[config.mk]
export PLATFORM = sky130hd
export DESIGN_NAME = datapath_ext
export DESIGN_NICKNAME = d
export VERILOG_FILES = /design/src/rtl/datapath_ext.sv
export SDC_FILE = /design/constraint.sdc
export NUM_CORES = 1
export LEC_CHECK = 0
export BUFFER_PORTS_ARGS = -buffer_cell sky130_fd_sc_hd__clkbuf_2
export CAP_MARGIN = 30
export CELL_PAD_IN_SITES_DETAIL_PLACEMENT = 1
export CELL_PAD_IN_SITES_GLOBAL_PLACEMENT = 1
export CORE_MARGIN = 3
export CORE_UTILIZATION = 45
export DETAILED_ROUTE_END_ITERATION = 10
export PLACE_DENSITY_LB_ADDON = 0.1
export RECOVER_POWER = 50
export SETUP_SLACK_MARGIN = 0.2
export SLEW_MARGIN = 20
export SYNTH_ARGS = -nofsm -noshare
export SYNTH_HDL_FRONTEND = slang
export SYNTH_SLANG_ARGS = --single-unit
[constraint.sdc]
create_clock -name Clk -period 8.04 [get_ports Clk]
set_input_delay 1.608 -clock Clk [delete_from_list [all_inputs] [get_ports Clk]]
set_output_delay 1.608 -clock Clk [all_outputs]
set_load 0.05 [all_outputs]
[src/rtl/datapath_ext.sv]
// LC-3 style datapath: gated bus, register file, ALU, address adder, CC/BEN
// and a two-state memory access controller with busy timeout.
module datapath_ext #(
   parameter int WIDTH       = 16,
   parameter int MEM_TIMEOUT = 15
) (
   input  logic             Clk,
   input  logic             Reset,
   input  logic [WIDTH-1:0] Mem_Rdata,
   input  logic             Mem_Ready,
   input  logic             LD_MAR,
   input  logic             LD_MDR,
   input  logic             LD_IR,
   input  logic             LD_BEN,
   input  logic             LD_REG,
   input  logic             LD_CC,
   input  logic             LD_PC,
   input  logic             GatePC,
   input  logic             GateMDR,
   input  logic             GateALU,
   input  logic             GateMARMUX,
   input  logic             ADDR1MUX,
   input  logic             SR2MUX,
   input  logic             MARMUX,
   input  logic [1:0]       ADDR2MUX,
   input  logic [1:0]       PCMUX,
   input  logic [1:0]       DRMUX,
   input  logic [1:0]       SR1MUX,
   input  logic [1:0]       ALUK,
   input  logic             MEM_Start,
   input  logic             MEM_Write,
   output logic [WIDTH-1:0] Mem_Addr,
   output logic [WIDTH-1:0] Mem_Wdata,
   output logic             Mem_CE,
   output logic             Mem_WE,
   output logic             R,
   output logic             Mem_Err,
   output logic             BEN,
   output logic             IR_5,
   output logic [3:0]       IR_15_12,
   output logic             Bus_Conflict
);

   typedef enum logic {IDLE, BUSY} mem_state_t;

   mem_state_t       state, state_nxt;
   logic [7:0]       cnt;
   logic             timeout;

   logic [WIDTH-1:0] mar, mdr, ir, pc;
   logic             n_flag, z_flag, p_flag;
   logic [WIDTH-1:0] regs [8];

   logic [2:0]       sr1_idx, dr_idx;
   logic [WIDTH-1:0] sr1_data, sr2_data;
   logic [WIDTH-1:0] alu_b, alu_out;
   logic [WIDTH-1:0] addr1, addr_sum, marmux_out, pc_nxt, bus;

   logic signed [WIDTH-1:0] imm5, off6, off9, off11, addr2;

   function automatic logic [2:0] count_gates(input logic [3:0] g);
      logic [2:0] c;
      c = 3'd0;
      for (int i = 0; i < 4; i++) c = c + 3'(g[i]);
      return c;
   endfunction

   // Operand selection and immediates (all offsets sign-extended)
   assign imm5  = WIDTH'($signed(ir[4:0]));
   assign off6  = WIDTH'($signed(ir[5:0]));
   assign off9  = WIDTH'($signed(ir[8:0]));
   assign off11 = WIDTH'($signed(ir[10:0]));

   always_comb begin
      sr1_idx = 3'd0;
      case (SR1MUX)
         2'b00:   sr1_idx = ir[11:9];
         2'b01:   sr1_idx = ir[8:6];
         2'b10:   sr1_idx = 3'd6;
         default: sr1_idx = 3'd0;
      endcase
      dr_idx = 3'd0;
      case (DRMUX)
         2'b00:   dr_idx = ir[11:9];
         2'b01:   dr_idx = 3'd7;
         2'b10:   dr_idx = 3'd6;
         default: dr_idx = 3'd0;
      endcase
   end

   assign sr1_data = regs[sr1_idx];
   assign sr2_data = regs[ir[2:0]];
   assign alu_b    = SR2MUX ? $unsigned(imm5) : sr2_data;

   always_comb begin
      alu_out = '0;
      case (ALUK)
         2'b00:   alu_out = sr1_data + alu_b;
         2'b01:   alu_out = sr1_data & alu_b;
         2'b10:   alu_out = ~sr1_data;
         default: alu_out = sr1_data;
      endcase
      addr2 = '0;
      case (ADDR2MUX)
         2'b00:   addr2 = '0;
         2'b01:   addr2 = off6;
         2'b10:   addr2 = off9;
         default: addr2 = off11;
      endcase
   end

   assign addr1      = ADDR1MUX ? sr1_data : pc;
   assign addr_sum   = addr1 + $unsigned(addr2);
   assign marmux_out = MARMUX ? addr_sum : {{(WIDTH-8){1'b0}}, ir[7:0]};

   always_comb begin
      pc_nxt = pc;
      case (PCMUX)
         2'b00:   pc_nxt = pc + WIDTH'(1);
         2'b01:   pc_nxt = bus;
         2'b10:   pc_nxt = addr_sum;
         default: pc_nxt = pc;
      endcase
   end

   // Bus: exactly one gate drives it, otherwise it reads as zero
   always_comb begin
      bus = '0;
      case ({GatePC, GateMDR, GateALU, GateMARMUX})
         4'b1000: bus = pc;
         4'b0100: bus = mdr;
         4'b0010: bus = alu_out;
         4'b0001: bus = marmux_out;
         default: bus = '0;
      endcase
   end

   assign Bus_Conflict = (count_gates({GatePC, GateMDR, GateALU, GateMARMUX}) > 3'd1);

   // Memory access controller
   assign timeout = (state == BUSY) && !Mem_Ready && (cnt == 8'(MEM_TIMEOUT - 1));
   assign Mem_CE  = (state == BUSY);

   always_comb begin
      state_nxt = state;
      case (state)
         IDLE:    if (MEM_Start) state_nxt = BUSY;
         BUSY:    if (Mem_Ready || timeout) state_nxt = IDLE;
         default: state_nxt = IDLE;
      endcase
   end

   always_ff @(posedge Clk) begin
      if (Reset) begin
         state     <= IDLE;
         cnt       <= 8'd0;
         Mem_Addr  <= '0;
         Mem_Wdata <= '0;
         Mem_WE    <= 1'b0;
         R         <= 1'b0;
         Mem_Err   <= 1'b0;
      end else begin
         state <= state_nxt;
         R     <= 1'b0;
         if (state == IDLE) begin
            if (MEM_Start) begin
               Mem_Addr  <= mar;
               Mem_Wdata <= mdr;
               Mem_WE    <= MEM_Write;
               cnt       <= 8'd0;
               Mem_Err   <= 1'b0;
            end
         end else if (Mem_Ready) begin
            R      <= 1'b1;
            Mem_WE <= 1'b0;
         end else if (timeout) begin
            R       <= 1'b1;
            Mem_WE  <= 1'b0;
            Mem_Err <= 1'b1;
         end else begin
            cnt <= cnt + 8'd1;
         end
      end
   end

   // Architectural registers; MDR is owned by the memory side while busy
   always_ff @(posedge Clk) begin
      if (Reset) begin
         mar    <= '0;
         mdr    <= '0;
         ir     <= '0;
         pc     <= '0;
         BEN    <= 1'b0;
         n_flag <= 1'b0;
         z_flag <= 1'b0;
         p_flag <= 1'b0;
      end else begin
         if (LD_MAR) mar <= bus;
         if (state == IDLE) begin
            if (LD_MDR) mdr <= bus;
         end else if (Mem_Ready && !Mem_WE) begin
            mdr <= Mem_Rdata;
         end
         if (LD_IR) ir <= bus;
         if (LD_PC) pc <= pc_nxt;
         if (LD_BEN) BEN <= (ir[11] & n_flag) | (ir[10] & z_flag) | (ir[9] & p_flag);
         if (LD_CC) begin
            n_flag <= bus[WIDTH-1];
            z_flag <= (bus == '0);
            p_flag <= ~bus[WIDTH-1] & (bus != '0);
         end
      end
   end

   always_ff @(posedge Clk) begin
      if (Reset) begin
         for (int i = 0; i < 8; i++) regs[i] <= '0;
      end else if (LD_REG) begin
         regs[dr_idx] <= bus;
      end
   end

   assign IR_5     = ir[5];
   assign IR_15_12 = ir[15:12];

endmodule

==> results.md <==
- DR iter-0 viols: 1580
- DR vias: ~15000
- Synth top area share: 24.12%
- Synth Instances: 1798
- # H-tree levels: 1
- Fin crit period: 7.097 ns
- Via density: 6.631
- Layout cell share with drive strength beyond 1: 12.12%
- Post-route ant nets: 0
- Num CTS Buffers: 28
- Outcome: finished, violations left
- N_diodes: 0
- CTS tree: built
- CTS max path bufs: 3
- Port Buffers: 87
- # hold bufs at CTS: 0
- Peak VDD IR: 172.6 uV
- Hold Startpoint: Mem_Wdata[6]
- Placed Cells: 2240
- Part of the power in registers: 41.1%
- Area growth syn-to-layout: 10.37%
- Worst Max-Slew Pin Slew: ~2.6 ns
- DIE WIDTH: between 150 and 200 um
- Hold Crit Endpoint: Mem_Wdata[6]
- Initial antenna violation count: 3
- Worst-path fanout max: 22
- Design area: roughly 18000 um^2
- Detailed-route DRC error count: 0
- Pre-CTS setup slack: 0.4581 ns
- GPL Wtd Cong: between 0.9 and 1
- Combinational power share: 22.8%
- Flops & latches, synth: 243
- Synth cell types: 101
- Seq/Total Area, Yosys: between 30% and 40%
- Number of synthesized flops with an enable pin: 128
- Number of synthesis warnings: 0
- Postcts setup bufs: 0
- Vias in the first global route: 14940
- Period utilization: 88.27%
- Clock Latency Late Sink: a little under 0.6 ns
- CP endpoint kind: flop
- Routed WL per cell: 27.82 um
- Ports: 88
- DP Area: 16750 um^2
- Final wirelength: approximately 64000 um
- Root Driver: clkbuf_16
- Reg2reg end: z_flag
- Worst path slowest cell: a311o_1
- Reg2reg path depth: 22
- Slew Limit Fails: 107
- Sw frac: between 30% and 40%
- Post-synth ARST share: 0%
- Max incr delay on CP: approximately 0.58 ns
- Clock power share: 36.0%
- First-pass GRT wire length: about 96000 um
- Die H: 194.2 um
- CP required: around 8.5 ns
- Setup CP Type: input port to flop
- Final Hold Viols: 0
- Overflow after GRT: 0
- Final setup fails: 0
- Max-Cap Viols: 2
- Synthesized Nets: 1885
- LEAKAGE: roughly 6.3 nW
- Top FF cell, synth: edfxtp_1
- Final Skew: about 0.027 ns
- Final non-filler cell total: 2295
- FF-to-FF setup slack: approximately 1.6 ns
- Synth area leaders: edfxtp_1, dfxtp_1, nor2_1
- Slew HR: -73.08%
- Core Box Area: 34710 um^2
- Initial Util: 45.91%
- R2R Path Start: ir[10]
- FP Rows: 68
- Final net count: 1906
- Final Util: 50.67%
- Die ar.: 37710 um^2
- RSZ-0062 raised after global routing: false
- Clk slew on worst S/H paths: 0.06 ns
- Dpl hpwl: 46020 um
- Mapped Avg Cell Area: around 8.9 um^2
- Hold path cells: 2
- Worst path arrival time: 7.59 ns
- Cell area after synthesis: between 15000 and 20000 um^2
- Setup TNS: 0 ns
- Total GRT Usage: 32.98%
- Largest net degree at the start of global routing: 56
- Critical Path Source Type: input port
- Hold WC Path Type: flop to flop
- Internal power: 2.345 mW
- Max Clock Freq: 0.1409 GHz
- Sink Count: 243
- Cts repair resizes: 0
- Critical-path cell list: clkbuf_2 -> nand2_1 -> a21o_4 -> a211oi_1 -> nor3_1 -> nor2_1 -> mux2_2 -> inv_1 -> fa_1 -> nor2b_1 -> o21ai_0 -> a21oi_1 -> o21ai_0 -> a211oi_1 -> mux2i_1 -> a21oi_1 -> a311o_1 -> nand4b_1 -> nor4_1 -> nand4_1 -> o41ai_2
- Pwr Density: ~200 nW/um^2
- Area leader, netlist: edfxtp_1
- Final worst setup slack: 0.9430 ns
- DRT Pass-1 Iters: 6
- Sw power: approximately 1.1 mW
- Failing checks: capacitance limit, slew limit
==> worst max-delay path by stage <==
stage	to	depth (start not counted)	startpoint	slack, ns
after floorplan	regs[0][15]	26	SR1MUX[1]	1.54
after global placement	p_flag	20	SR1MUX[0]	0.68
after detailed placement	z_flag	21	SR1MUX[0]	0.46
after CTS	z_flag	21	SR1MUX[0]	1.08
after global routing	z_flag	20	SR1MUX[0]	0.56
final	z_flag	21	SR1MUX[0]	0.94
==> flip-flops by register name, indices dropped and copies added, names as in the netlist, named ones only <==
register and flops:
Mem_CE 1, cnt 8, mar 16, z_flag 1, regs 128, p_flag 1
pc 16, Mem_WE 1, ir 16, n_flag 1, Mem_Wdata 16, BEN 1
Mem_Err 1, mdr 16, Mem_Addr 16, R 1
==> logic make-up after synthesis <==
kind of cell / Yosys count / synth area share [%]
compound gates: 497 / 21.60
xor+xnor: 34 / 1.868
fa+ha+maj: 44 / 3.517
buf+inv: 191 / 5.040
flops: 243 / 38.56
mux: 120 / 10.03
simple gates: 669 / 19.38
==> per-stage QoR <==
stage,hold slack (ns),total power [mW]
3_3_place_gp,0.4440,2.207
5_1_grt,0.4768,3.608
2_1_floorplan,0.4313,1.963
4_1_cts,0.4581,3.481
6_report,0.4551,3.479
3_5_place_dp,0.4498,2.229
==> routing by layer <==
metal  global-route usage, %  part of all wire (%)  wire length [um]
met1                   47.04                    42             27040
met2                   50.52                    44             28110
met3                   6.672                    10              6386
met4                   10.61                   3.6              2306
met5                       0                     0                 0
==> synthesized netlist by cell type, types with 9 or more instances <==
library cell,count
a211oi_1,70
a21o_1,14
a21oi_1,120
a222oi_1,10
a31oi_1,19
and2_1,17
and3_1,19
buf_2,15
clkbuf_1,110
dfxtp_1,115
edfxtp_1,128
ha_1,40
inv_1,44
mux2_2,18
mux2i_1,72
mux4_2,29
nand2_1,205
nand2b_1,13
nand3_1,42
nand4_1,14
nor2_1,237
nor2b_1,28
nor3_1,12
nor3b_1,9
nor4_1,13
o211ai_1,23
o21ai_0,81
o221ai_1,13
o22ai_1,26
or2_2,12
or3_1,16
xnor2_1,23
xor2_1,11
==> power by group through the flow <==
stage / sequential (mW) / clock, mW / combinational (mW)
after CTS: 1.43 / 1.27 / 0.779
final: 1.43 / 1.25 / 0.795
after detailed placement: 1.45 / 0 / 0.775
after global routing: 1.43 / 1.32 / 0.853
after global placement: 1.45 / 0 / 0.754
after floorplan: 1.43 / 0 / 0.534
==> cells in the final DEF, fill, tap and decap left out, types with 14 or more instances in the layout <==
cell type / Yosys / layout
nor2_1: 237 / 237
nand2_1: 205 / 205
edfxtp_1: 128 / 128
a21oi_1: 120 / 120
dfxtp_1: 115 / 113
o21ai_0: 81 / 81
mux2i_1: 72 / 72
a211oi_1: 70 / 70
clkbuf_1: 110 / 54
inv_1: 44 / 44
clkbuf_2: 0 / 43
nand3_1: 42 / 42
ha_1: 40 / 40
buf_4: 4 / 36
mux4_2: 29 / 29
clkbuf_16: 0 / 29
nor2b_1: 28 / 27
o22ai_1: 26 / 26
o211ai_1: 23 / 23
xnor2_1: 23 / 23
a31oi_1: 19 / 19
and3_1: 19 / 19
mux2_2: 18 / 18
and2_1: 17 / 17
or3_1: 16 / 16
a21o_1: 14 / 14
nand4_1: 14 / 14
==> layout make-up <==
type	count	area, um^2
Clock buffer	36	772.0
Clock inverter	15	127.6
Fill cell	4086	17120
Inverter	47	176.4
Multi-Input combinational cell	1364	9001
Sequential cell	243	6148
Tap cell	455	569.3
Timing Repair Buffer	135	795.8
==> critical path, delay by kind of cell <==
family	cells	cell delay, ns
muxes	2	0.55
AOI/OAI and AO/OA	9	2.76
buffers and inverters	2	0.44
and+or+nand+nor	7	1.83
adders and majority gates	1	0.40
Power figures use the tool's default switching activity.
